--- src/rtl/shared_pkg.sv ---
`default_nettype none
// ============================================================================
//  Module      : shared_pkg
//  Description : Bus widths shared by the APB request arbiter and its users.
//  Revision    : 1.0 - initial release
// ============================================================================
package shared_pkg;

  localparam int ADDR_WIDTH = 32;
  localparam int DATA_WIDTH = 32;

endpackage : shared_pkg
`default_nettype wire

--- src/rtl/apb_req_arbiter_if.sv ---
`default_nettype none
// ============================================================================
//  Module      : apb_req_arbiter_if
//  Description : Requester, response and APB-side signals of the arbiter.
//                slave  = arbiter view (takes requests, watches the bus).
//                master = environment view (raises requests, drives the bus).
//  Revision    : 1.0 - initial release
// ============================================================================
interface apb_req_arbiter_if #(
  parameter int ADDR_WIDTH = shared_pkg::ADDR_WIDTH,
  parameter int DATA_WIDTH = shared_pkg::DATA_WIDTH,
  parameter int NUM_REQ    = 4
);

  // requester side
  logic [NUM_REQ-1:0]            req;
  logic [NUM_REQ*ADDR_WIDTH-1:0] req_addr;
  logic [NUM_REQ-1:0]            req_wr;
  logic [NUM_REQ*DATA_WIDTH-1:0] req_wdata;
  logic [NUM_REQ-1:0]            gnt;
  logic [NUM_REQ-1:0]            done;
  logic [DATA_WIDTH-1:0]         rsp_rdata;
  logic                          rsp_slverr;
  logic                          rsp_timeout;

  // APB master request port
  logic                          start_transfer;
  logic [ADDR_WIDTH-1:0]         addr;
  logic                          wr;
  logic [DATA_WIDTH-1:0]         wdata;

  // monitored APB bus
  logic                          PSEL;
  logic                          PENABLE;
  logic                          PREADY;
  logic                          PSLVERR;
  logic [DATA_WIDTH-1:0]         PRDATA;

  modport slave (
    input  req, req_addr, req_wr, req_wdata,
    input  PSEL, PENABLE, PREADY, PSLVERR, PRDATA,
    output gnt, done, rsp_rdata, rsp_slverr, rsp_timeout,
    output start_transfer, addr, wr, wdata
  );

  modport master (
    output req, req_addr, req_wr, req_wdata,
    output PSEL, PENABLE, PREADY, PSLVERR, PRDATA,
    input  gnt, done, rsp_rdata, rsp_slverr, rsp_timeout,
    input  start_transfer, addr, wr, wdata
  );

endinterface : apb_req_arbiter_if
`default_nettype wire

--- src/rtl/apb_req_arbiter.sv ---
`default_nettype none
// ============================================================================
//  Module      : apb_req_arbiter
//  Description : Round-robin arbiter that funnels NUM_REQ requesters onto one
//                APB master port, with a WAIT-state watchdog and a held
//                response (read data, error, timeout) per completed transfer.
//  Revision    : 1.0 - initial release
// ============================================================================
module apb_req_arbiter #(
  parameter int ADDR_WIDTH     = shared_pkg::ADDR_WIDTH,
  parameter int DATA_WIDTH     = shared_pkg::DATA_WIDTH,
  parameter int NUM_REQ        = 4,
  parameter int TIMEOUT_CYCLES = 16
) (
  input  logic              PCLK,
  input  logic              PRESETn,
  apb_req_arbiter_if.slave  bus
);

  localparam int IDX_W = $clog2(NUM_REQ);
  localparam int CNT_W = $clog2(TIMEOUT_CYCLES);

  localparam logic [IDX_W-1:0]   C_IDX_LAST = IDX_W'(NUM_REQ - 1);
  localparam logic [CNT_W-1:0]   C_CNT_LAST = CNT_W'(TIMEOUT_CYCLES - 1);
  localparam logic [NUM_REQ-1:0] C_ONE      = NUM_REQ'(1);

  typedef enum logic [1:0] {
    S_IDLE  = 2'd0,
    S_ISSUE = 2'd1,
    S_WAIT  = 2'd2,
    S_RESP  = 2'd3
  } state_t;

  state_t                r_state;
  logic [IDX_W-1:0]      r_rr_ptr;
  logic [IDX_W-1:0]      r_win;
  logic [CNT_W-1:0]      r_wd_cnt;
  logic [NUM_REQ-1:0]    r_gnt;
  logic [NUM_REQ-1:0]    r_done;
  logic                  r_start;
  logic [ADDR_WIDTH-1:0] r_addr;
  logic                  r_wr;
  logic [DATA_WIDTH-1:0] r_wdata;
  logic [DATA_WIDTH-1:0] r_rdata;
  logic                  r_slverr;
  logic                  r_timeout;

  logic                  w_found;
  logic [IDX_W-1:0]      w_win;
  logic [ADDR_WIDTH-1:0] w_addr;
  logic                  w_wr;
  logic [DATA_WIDTH-1:0] w_wdata;
  logic                  w_complete;
  logic [IDX_W-1:0]      w_ptr_next;

  // Round-robin search: first set req bit at or above rr_ptr, wrapping to 0.
  always_comb begin
    w_found = 1'b0;
    w_win   = r_rr_ptr;
    for (int i = 0; i < NUM_REQ; i++) begin
      automatic int idx = int'(r_rr_ptr) + i;
      if (idx >= NUM_REQ) idx = idx - NUM_REQ;
      if (!w_found && bus.req[IDX_W'(idx)]) begin
        w_found = 1'b1;
        w_win   = IDX_W'(idx);
      end
    end
  end

  // Pick the winner's address, direction and write-data slices.
  always_comb begin
    w_addr  = '0;
    w_wr    = 1'b0;
    w_wdata = '0;
    for (int i = 0; i < NUM_REQ; i++) begin
      if (IDX_W'(i) == w_win) begin
        w_addr  = bus.req_addr[i*ADDR_WIDTH +: ADDR_WIDTH];
        w_wr    = bus.req_wr[i];
        w_wdata = bus.req_wdata[i*DATA_WIDTH +: DATA_WIDTH];
      end
    end
  end

  assign w_complete = bus.PSEL & bus.PENABLE & bus.PREADY;
  assign w_ptr_next = (r_win == C_IDX_LAST) ? '0 : r_win + 1'b1;

  // Arbitration / transfer FSM; every output is a register of this block.
  always_ff @(posedge PCLK) begin
    if (!PRESETn) begin
      r_state   <= S_IDLE;
      r_rr_ptr  <= '0;
      r_win     <= '0;
      r_wd_cnt  <= '0;
      r_gnt     <= '0;
      r_done    <= '0;
      r_start   <= 1'b0;
      r_addr    <= '0;
      r_wr      <= 1'b0;
      r_wdata   <= '0;
      r_rdata   <= '0;
      r_slverr  <= 1'b0;
      r_timeout <= 1'b0;
    end else begin
      case (r_state)
        S_IDLE: begin
          if (w_found) begin
            r_state <= S_ISSUE;
            r_win   <= w_win;
            r_gnt   <= C_ONE << w_win;
            r_addr  <= w_addr;
            r_wr    <= w_wr;
            r_wdata <= w_wdata;
            r_start <= 1'b1;
          end
        end
        S_ISSUE: begin
          r_start  <= 1'b0;
          r_wd_cnt <= '0;
          r_state  <= S_WAIT;
        end
        S_WAIT: begin
          // A real completion takes priority over a watchdog expiry in the same cycle.
          if (w_complete) begin
            if (!r_wr) r_rdata <= bus.PRDATA;
            r_slverr  <= bus.PSLVERR;
            r_timeout <= 1'b0;
            r_done    <= r_gnt;
            r_state   <= S_RESP;
          end else if (r_wd_cnt == C_CNT_LAST) begin
            r_slverr  <= 1'b1;
            r_timeout <= 1'b1;
            r_done    <= r_gnt;
            r_state   <= S_RESP;
          end else begin
            r_wd_cnt <= r_wd_cnt + 1'b1;
          end
        end
        S_RESP: begin
          r_done   <= '0;
          r_gnt    <= '0;
          r_rr_ptr <= w_ptr_next;
          r_state  <= S_IDLE;
        end
        default: r_state <= S_IDLE;
      endcase
    end
  end

  assign bus.gnt            = r_gnt;
  assign bus.done           = r_done;
  assign bus.start_transfer = r_start;
  assign bus.addr           = r_addr;
  assign bus.wr             = r_wr;
  assign bus.wdata          = r_wdata;
  assign bus.rsp_rdata      = r_rdata;
  assign bus.rsp_slverr     = r_slverr;
  assign bus.rsp_timeout    = r_timeout;

endmodule : apb_req_arbiter
`default_nettype wire

--- src/flat_wrapper.sv ---
// flat-port wrapper written by rule: the top's interface ports become plain ports
module apb_req_arbiter_flat 
#(
  parameter int ADDR_WIDTH     = shared_pkg::ADDR_WIDTH,
  parameter int DATA_WIDTH     = shared_pkg::DATA_WIDTH,
  parameter int NUM_REQ        = 4,
  parameter int TIMEOUT_CYCLES = 16
)
  (PCLK, PRESETn, bus_req, bus_req_addr, bus_req_wr, bus_req_wdata, bus_PSEL, bus_PENABLE, bus_PREADY, bus_PSLVERR, bus_PRDATA, bus_gnt, bus_done, bus_rsp_rdata, bus_rsp_slverr, bus_rsp_timeout, bus_start_transfer, bus_addr, bus_wr, bus_wdata);
  apb_req_arbiter_if #(.ADDR_WIDTH(ADDR_WIDTH), .DATA_WIDTH(DATA_WIDTH), .NUM_REQ(NUM_REQ)) bus_i ();
  input  logic PCLK;
  input  logic PRESETn;
  input wire logic [$bits(bus_i.req)-1:0] bus_req;
  input wire logic [$bits(bus_i.req_addr)-1:0] bus_req_addr;
  input wire logic [$bits(bus_i.req_wr)-1:0] bus_req_wr;
  input wire logic [$bits(bus_i.req_wdata)-1:0] bus_req_wdata;
  input wire logic [$bits(bus_i.PSEL)-1:0] bus_PSEL;
  input wire logic [$bits(bus_i.PENABLE)-1:0] bus_PENABLE;
  input wire logic [$bits(bus_i.PREADY)-1:0] bus_PREADY;
  input wire logic [$bits(bus_i.PSLVERR)-1:0] bus_PSLVERR;
  input wire logic [$bits(bus_i.PRDATA)-1:0] bus_PRDATA;
  output wire logic [$bits(bus_i.gnt)-1:0] bus_gnt;
  output wire logic [$bits(bus_i.done)-1:0] bus_done;
  output wire logic [$bits(bus_i.rsp_rdata)-1:0] bus_rsp_rdata;
  output wire logic [$bits(bus_i.rsp_slverr)-1:0] bus_rsp_slverr;
  output wire logic [$bits(bus_i.rsp_timeout)-1:0] bus_rsp_timeout;
  output wire logic [$bits(bus_i.start_transfer)-1:0] bus_start_transfer;
  output wire logic [$bits(bus_i.addr)-1:0] bus_addr;
  output wire logic [$bits(bus_i.wr)-1:0] bus_wr;
  output wire logic [$bits(bus_i.wdata)-1:0] bus_wdata;
  assign bus_i.req = bus_req;
  assign bus_i.req_addr = bus_req_addr;
  assign bus_i.req_wr = bus_req_wr;
  assign bus_i.req_wdata = bus_req_wdata;
  assign bus_i.PSEL = bus_PSEL;
  assign bus_i.PENABLE = bus_PENABLE;
  assign bus_i.PREADY = bus_PREADY;
  assign bus_i.PSLVERR = bus_PSLVERR;
  assign bus_i.PRDATA = bus_PRDATA;
  assign bus_gnt = bus_i.gnt;
  assign bus_done = bus_i.done;
  assign bus_rsp_rdata = bus_i.rsp_rdata;
  assign bus_rsp_slverr = bus_i.rsp_slverr;
  assign bus_rsp_timeout = bus_i.rsp_timeout;
  assign bus_start_transfer = bus_i.start_transfer;
  assign bus_addr = bus_i.addr;
  assign bus_wr = bus_i.wr;
  assign bus_wdata = bus_i.wdata;
  apb_req_arbiter #(.ADDR_WIDTH(ADDR_WIDTH), .DATA_WIDTH(DATA_WIDTH), .NUM_REQ(NUM_REQ), .TIMEOUT_CYCLES(TIMEOUT_CYCLES)) u_core (.PCLK(PCLK), .PRESETn(PRESETn), .bus(bus_i));
endmodule
--- config.mk ---
export PLATFORM = sky130hd
export DESIGN_NAME = apb_req_arbiter_flat
export DESIGN_NICKNAME = d
export VERILOG_FILES = /design/src/rtl/shared_pkg.sv /design/src/rtl/apb_req_arbiter_if.sv /design/src/rtl/apb_req_arbiter.sv /design/src/flat_wrapper.sv
export SDC_FILE = /design/constraint.sdc
export NUM_CORES = 1
export LEC_CHECK = 0
export ABC_AREA = 1
export CORE_AREA = 2 2 157 159
export DETAILED_ROUTE_END_ITERATION = 7
export DIE_AREA = 0 0 159 161
export GPL_TIMING_DRIVEN = 0
export HOLD_SLACK_MARGIN = 0.05
export PLACE_DENSITY = 0.7
export SLEW_MARGIN = 10
export SYNTH_ARGS = -nofsm -noshare
export SYNTH_HDL_FRONTEND = slang
export SYNTH_SLANG_ARGS = --single-unit
--- constraint.sdc ---
create_clock -name PCLK -period 2.9 [get_ports PCLK]
set_clock_uncertainty 0.05 [all_clocks]
set_input_delay 0.87 -clock PCLK [delete_from_list [all_inputs] [get_ports PCLK]]
set_output_delay 0.87 -clock PCLK [all_outputs]
set_load 0.05 [all_outputs]
Yosys cells after proc, flatten, opt, wreduce, memory -nomap -nowiden
Cells that the tools add are included.

storage, ports and cells
  flip-flop bits (word level) = 118
  latch bits = 0
  RAM bits = 0
  bits in read-only memories = 0
  logic and storage cells = 121
  memories = 0

operators by class
  add/sub/neg operators = 9
  multipliers = 0
  div/mod/pow operators = 0
  magnitude comparators = 8
  eq/ne operators = 12
  shifts and indexed selects = 1
  muxes and demuxes = 54
  bitwise operators = 3
  reductions and logical operators = 21

operators by type and width
  operator               number
  $mux W32               8
  $mux W2                12
  $pmux W4 S2            3
  $mux W1                20
  $mux W4                5
  $lt A2 B4 Y1 const B   4
  $reduce_and A2 Y1      6
  $reduce_bool A2 Y1     5
  $ge A3 B3 Y1 const B   3
  $bmux W1 S2            4
  $pmux W2 S4            1
  $sub A2 B1 Y2 const B  4
  $add A2 B2 Y3 const B  2
  $eq A2 B2 Y1 const B   3
  $reduce_and A3 Y1      2
  $add A4 B1 Y4 const B  1
  $eq A2 B2 Y1 const A   2
  $eq A4 B4 Y1 const B   1
  $logic_not A2 Y1       2
  $ne A2 B2 Y1 const B   2
  $shl A1 B2 Y4 const A  1
  $add A2 B1 Y3 const B  1
  $ge A2 B3 Y1 const B   1
  $logic_and A1 B1 Y1    3
  other kinds (9)        12

Depth between registers and ports, before layout
  word-level depth = 20
  depth in mapped cells = 20
  mapped depth without buffers = 17

Worst setup path before layout
Ideal clock, no wire load.

  path kind = input to register
  start point = input bus_req[1]
  end point = register u_core.r_wdata[11] (netlist: u_core.bus.wdata[11])
  data arrival time = 2.273 ns
  slack = 0.459 ns
  stages = 17
  buffers on the path = 3
  cells stage by stage = inv_1 -> nand2_1 -> nand3_1 -> nand2_1 -> nor2_4 -> nand4_4 -> nand2_2 -> nand2_2 -> nand2_2 -> buf_6 -> nor2_4 -> buf_4 -> buf_6 -> nand2_1 -> nand3_1 -> nor2_1 -> nor2_1

on the way
  word-level cells in the longest chain between the ends = 18
  elaborated cells on any way between the ends = 35
  classes of those cells = 3 x eq/ne; 24 x mux; 8 x reduce/logical

ends and longest elaborated chain
  item                                        line                    RTL
  start: declaration                          flat_wrapper.sv:13      input wire logic [$bits(bus_i.req)-1:0] bus_req;
  $bmux W1 S2                                 apb_req_arbiter.sv:63   if (!w_found && bus.req[IDX_W'(idx)]) begin
  $mux W1 (not written as such) (2 in a row)  apb_req_arbiter.sv:63
  $mux W1                                     apb_req_arbiter.sv:63
  $logic_not A1 Y1                            apb_req_arbiter.sv:63
  $logic_and A1 B1 Y1                         apb_req_arbiter.sv:63
  $mux W1                                     apb_req_arbiter.sv:63
  $logic_not A1 Y1                            apb_req_arbiter.sv:63
  $logic_and A1 B1 Y1                         apb_req_arbiter.sv:63
  $mux W1                                     apb_req_arbiter.sv:63
  $logic_not A1 Y1                            apb_req_arbiter.sv:63
  $logic_and A1 B1 Y1                         apb_req_arbiter.sv:63
  $mux W2                                     apb_req_arbiter.sv:63
  $logic_not A2 Y1                            apb_req_arbiter.sv:76   if (IDX_W'(i) == w_win) begin
  $mux W32 (4 in a row)                       apb_req_arbiter.sv:76
  end signal: assignment                      apb_req_arbiter.sv:112  r_wdata <= w_wdata;
  end: declaration                            apb_req_arbiter.sv:43   logic [DATA_WIDTH-1:0] r_wdata;

Several ways; a longest one is shown, not always the timed one. The select of a mux whose other input is x is not followed.
A chain may end at the register's enable or synchronous reset.

==> metrics.cfg <==
[status]
status = completed

[place]
hpwl_mm = 24.6
dp_slack_ps = -692
place.gp.congestion = 0.894
placed_area_sq_um = 11000
placed_cells = 1784
port_buffers = 409

[worst_hold_path]
min_to = u_core.bus.done[0]
holdCritStartpoint = u_core.bus.done[0]
hold_path.class = flip-flop to flip-flop
min_delay_path_depth = 2

[sta]
fin_crit_ps = 2630
max_clock_freq_mhz = 380
timing.final.ws_setup_ps = 270
rsz0062_at_grt = false
hold_viol = 0
max-slew-margin-rel = 0.524
setup_violations = 0
tightest_slew_ps = 711
drv_slew = 0
fin_crit_sh = 0.907

[clocking]
cts_sinks = 118
clockRootBuffer = clkbuf_16
cts.path.max_buffers = 2
numCtsBuffers = 17
clk_pin_slew_ps = 70
cts_tree = built
cts_hold_buf = 0
h-tree-depth = 4
clk_latency_ps = 420

[pwr]
vdd.ir_drop.worst_mv = 0.411
p_leak_nw = 4.98
p_per_area_nw_per_um2 = 998

[logic_synthesis]
yosys-top-cells-count = nand2_1 (344), nor2_1 (172), dfxtp_1 (118)
avgSynthCellArea_sq_um = 6.20
yosysWarningCount = 0
netlist_top_cells_area = dfxtp_1 (36%), nand2_1 (20%), nor2_1 (9.9%), o21ai_0 (8.1%), nand3_1 (7.4%)
yosysSeqAreaShare = 0.363
async_flop_share = 0
synth.cell_area_sq_um = 6510
synth_area_leader_cell = dfxtp_1
synth_top_area_frac = 0.363
synth-seq-cells = 118
ys_types = 32
syn-instance-count = 1051
ys.flop_type = dfxtp_1
synth_most_common_cell = nand2_1
synth_nets = 1360
synth_edf_count = 0

[finish]
fin_cells = 1820
fillers = 2491
seq_area_sq_um = 2360
drive_gt1_frac = 0.0675
nets = 1792
fin_util = 0.489
multi_input_area_sq_um = 3640
finalInstanceArea_sq_um = 11700
insertedDiodeCount = 0
area_growth_pct = 79.8

[global_route]
first_global_vias = 8312
grt_first_pass_wirelength_mm = 46.3
antenna_found_initial = 0
grtUsageTotal = 0.235
grt_max_degree = 17
overflow = 0

[setup_path]
start_kind = input port
r2r_cells = 20
worstSetupEndpointType = flip-flop
reg2reg_slack_ps = 310
critPathArrivalTime_ps = 2940
r2r_start = u_core.r_rr_ptr[1]
cp.required_ps = 3210
crit_type = input port to flip-flop
crit_fanout = 10
reg2reg_to = u_core.bus.wdata[30]

[detailed_routing]
via_per_inst = 4.67
vias = 8492
ant_nets = 0
drt-total-wl_mm = 31.2
wl_per_cell_um = 17.1
drc = 0
dr.first_iter.drc_count = 567
dr.pass1.iters = 5

[die]
pin_count = 410
rows = 57
coreArea_sq_um = 24000
die_h_um = 161
start_util = 0.272
die_x_um = 159
die-area_sq_um = 25600

[job]
cap_violations = 0

## worst max path at each step
stage	startpoint	end	slack (ps)	cells after the start
after CTS	bus_req[0]	u_core.bus.addr[2]	-10	14
after detailed placement	bus_req[0]	u_core.bus.wdata[29]	-690	12
after global routing	u_core.r_rr_ptr[1]	u_core.bus.wdata[12]	70	20
after global placement	bus_req[0]	u_core.bus.wdata[29]	-700	12
after floorplan	bus_req[1]	u_core.bus.wdata[11]	460	17
final	PRESETn	u_core.bus.rsp_rdata[10]	270	5
## critical path, stage by stage
cell	delay, ps
clkdlybuf4s50_1	750
clkbuf_1	530
clkbuf_1	470
o21ai_0	190
nor2_1	120
## report_power, final
group	switching, W	internal (W)	total [W]
combinational	0.00472	0.00250	0.00722
clock	0.000940	0.00122	0.00216
sequential	0.000244	0.00207	0.00232
total	0.00591	0.00579	0.0117
## logic make-up (layout without fill, tap and decap cells)
| kind of cell | after synthesis | count (layout) | share of synthesized area |
|---|---|---|---|
| flip-flops | 118 | 118 | 0.363 |
| AO/OA/AOI/OAI | 143 | 143 | 0.113 |
| buffers and inverters | 118 | 563 | 0.0830 |
| XOR/XNOR | 1 | 1 | 0.00135 |
| AND/OR/NAND/NOR | 664 | 664 | 0.427 |
| adder cells (fa/ha/maj) | 7 | 7 | 0.0134 |
## cell type report
cell class / count / share of cell area
repair buffers: 413 / 0.353
plain buffers: 68 / 0.0338
clock inverters: 15 / 0.0132
clock buffers: 17 / 0.0363
multi-input cells: 815 / 0.311
inverters: 50 / 0.0163
flip-flops and latches: 118 / 0.202
well taps: 324 / 0.0346
## routing by layer
layer  up-vias  routed length [um]  track usage
met4         0                 645       0.0752
li1       4235                   -            -
met1      3872               12800        0.273
met2       349               15900        0.426
met5         -                   0            0
met3        36                1870       0.0560
## flip-flops by register name (all words and copies together) (netlist names), 2 cells and up
signal / count
u_core.bus.addr: 32
u_core.r_rr_ptr: 2
u_core.bus.gnt: 4
u_core.bus.wdata: 32
u_core.bus.done: 4
u_core.bus.rsp_rdata: 32
u_core.r_win: 2
u_core.r_wd_cnt: 4
u_core.r_state: 2
## stage by stage
stage	TNS (ps)	hold WS, ps	total power [W]
global route	0	435	0.0125
finish	0	412	0.0117
global placement	-34940	399	0.00935
floorplan	0	406	0.00683
detailed placement	-37160	405	0.00943
CTS	-18.2	414	0.0117
## repair_timing
action | in CTS | in global routing
endpoints found under the setup margin | 37 | 72
buffers inserted | 0 | 4
pin swaps | 0 | 3
resized for setup | 13 | 19
## layout by cell type, fill, tap and decap left out, types with 2 or more instances in the layout
| cell | n |
|---|---|
| clkdlybuf4s50_1 | 405 |
| nand2_1 | 343 |
| nor2_1 | 171 |
| dfxtp_1 | 118 |
| o21ai_0 | 105 |
| nand3_1 | 96 |
| inv_1 | 44 |
| a21oi_1 | 32 |
| clkbuf_1 | 28 |
| nand4_1 | 23 |
| clkbuf_16 | 17 |
| buf_2 | 14 |
| buf_4 | 13 |
| buf_6 | 7 |
| ha_1 | 7 |
| inv_6 | 7 |
| nand2_2 | 6 |
| nand3b_1 | 6 |
| clkbuf_2 | 5 |
| inv_2 | 4 |
| nor2_4 | 4 |
| clkinvlp_4 | 4 |
| dlymetal6s2s_1 | 4 |
| nor3_1 | 3 |
| or2_0 | 3 |
| or2_2 | 3 |
| inv_8 | 3 |
| nand2_4 | 2 |
| buf_8 | 2 |
| a211oi_1 | 2 |
| clkbuf_4 | 2 |
Note: power is estimated with default switching activity, not from simulation.
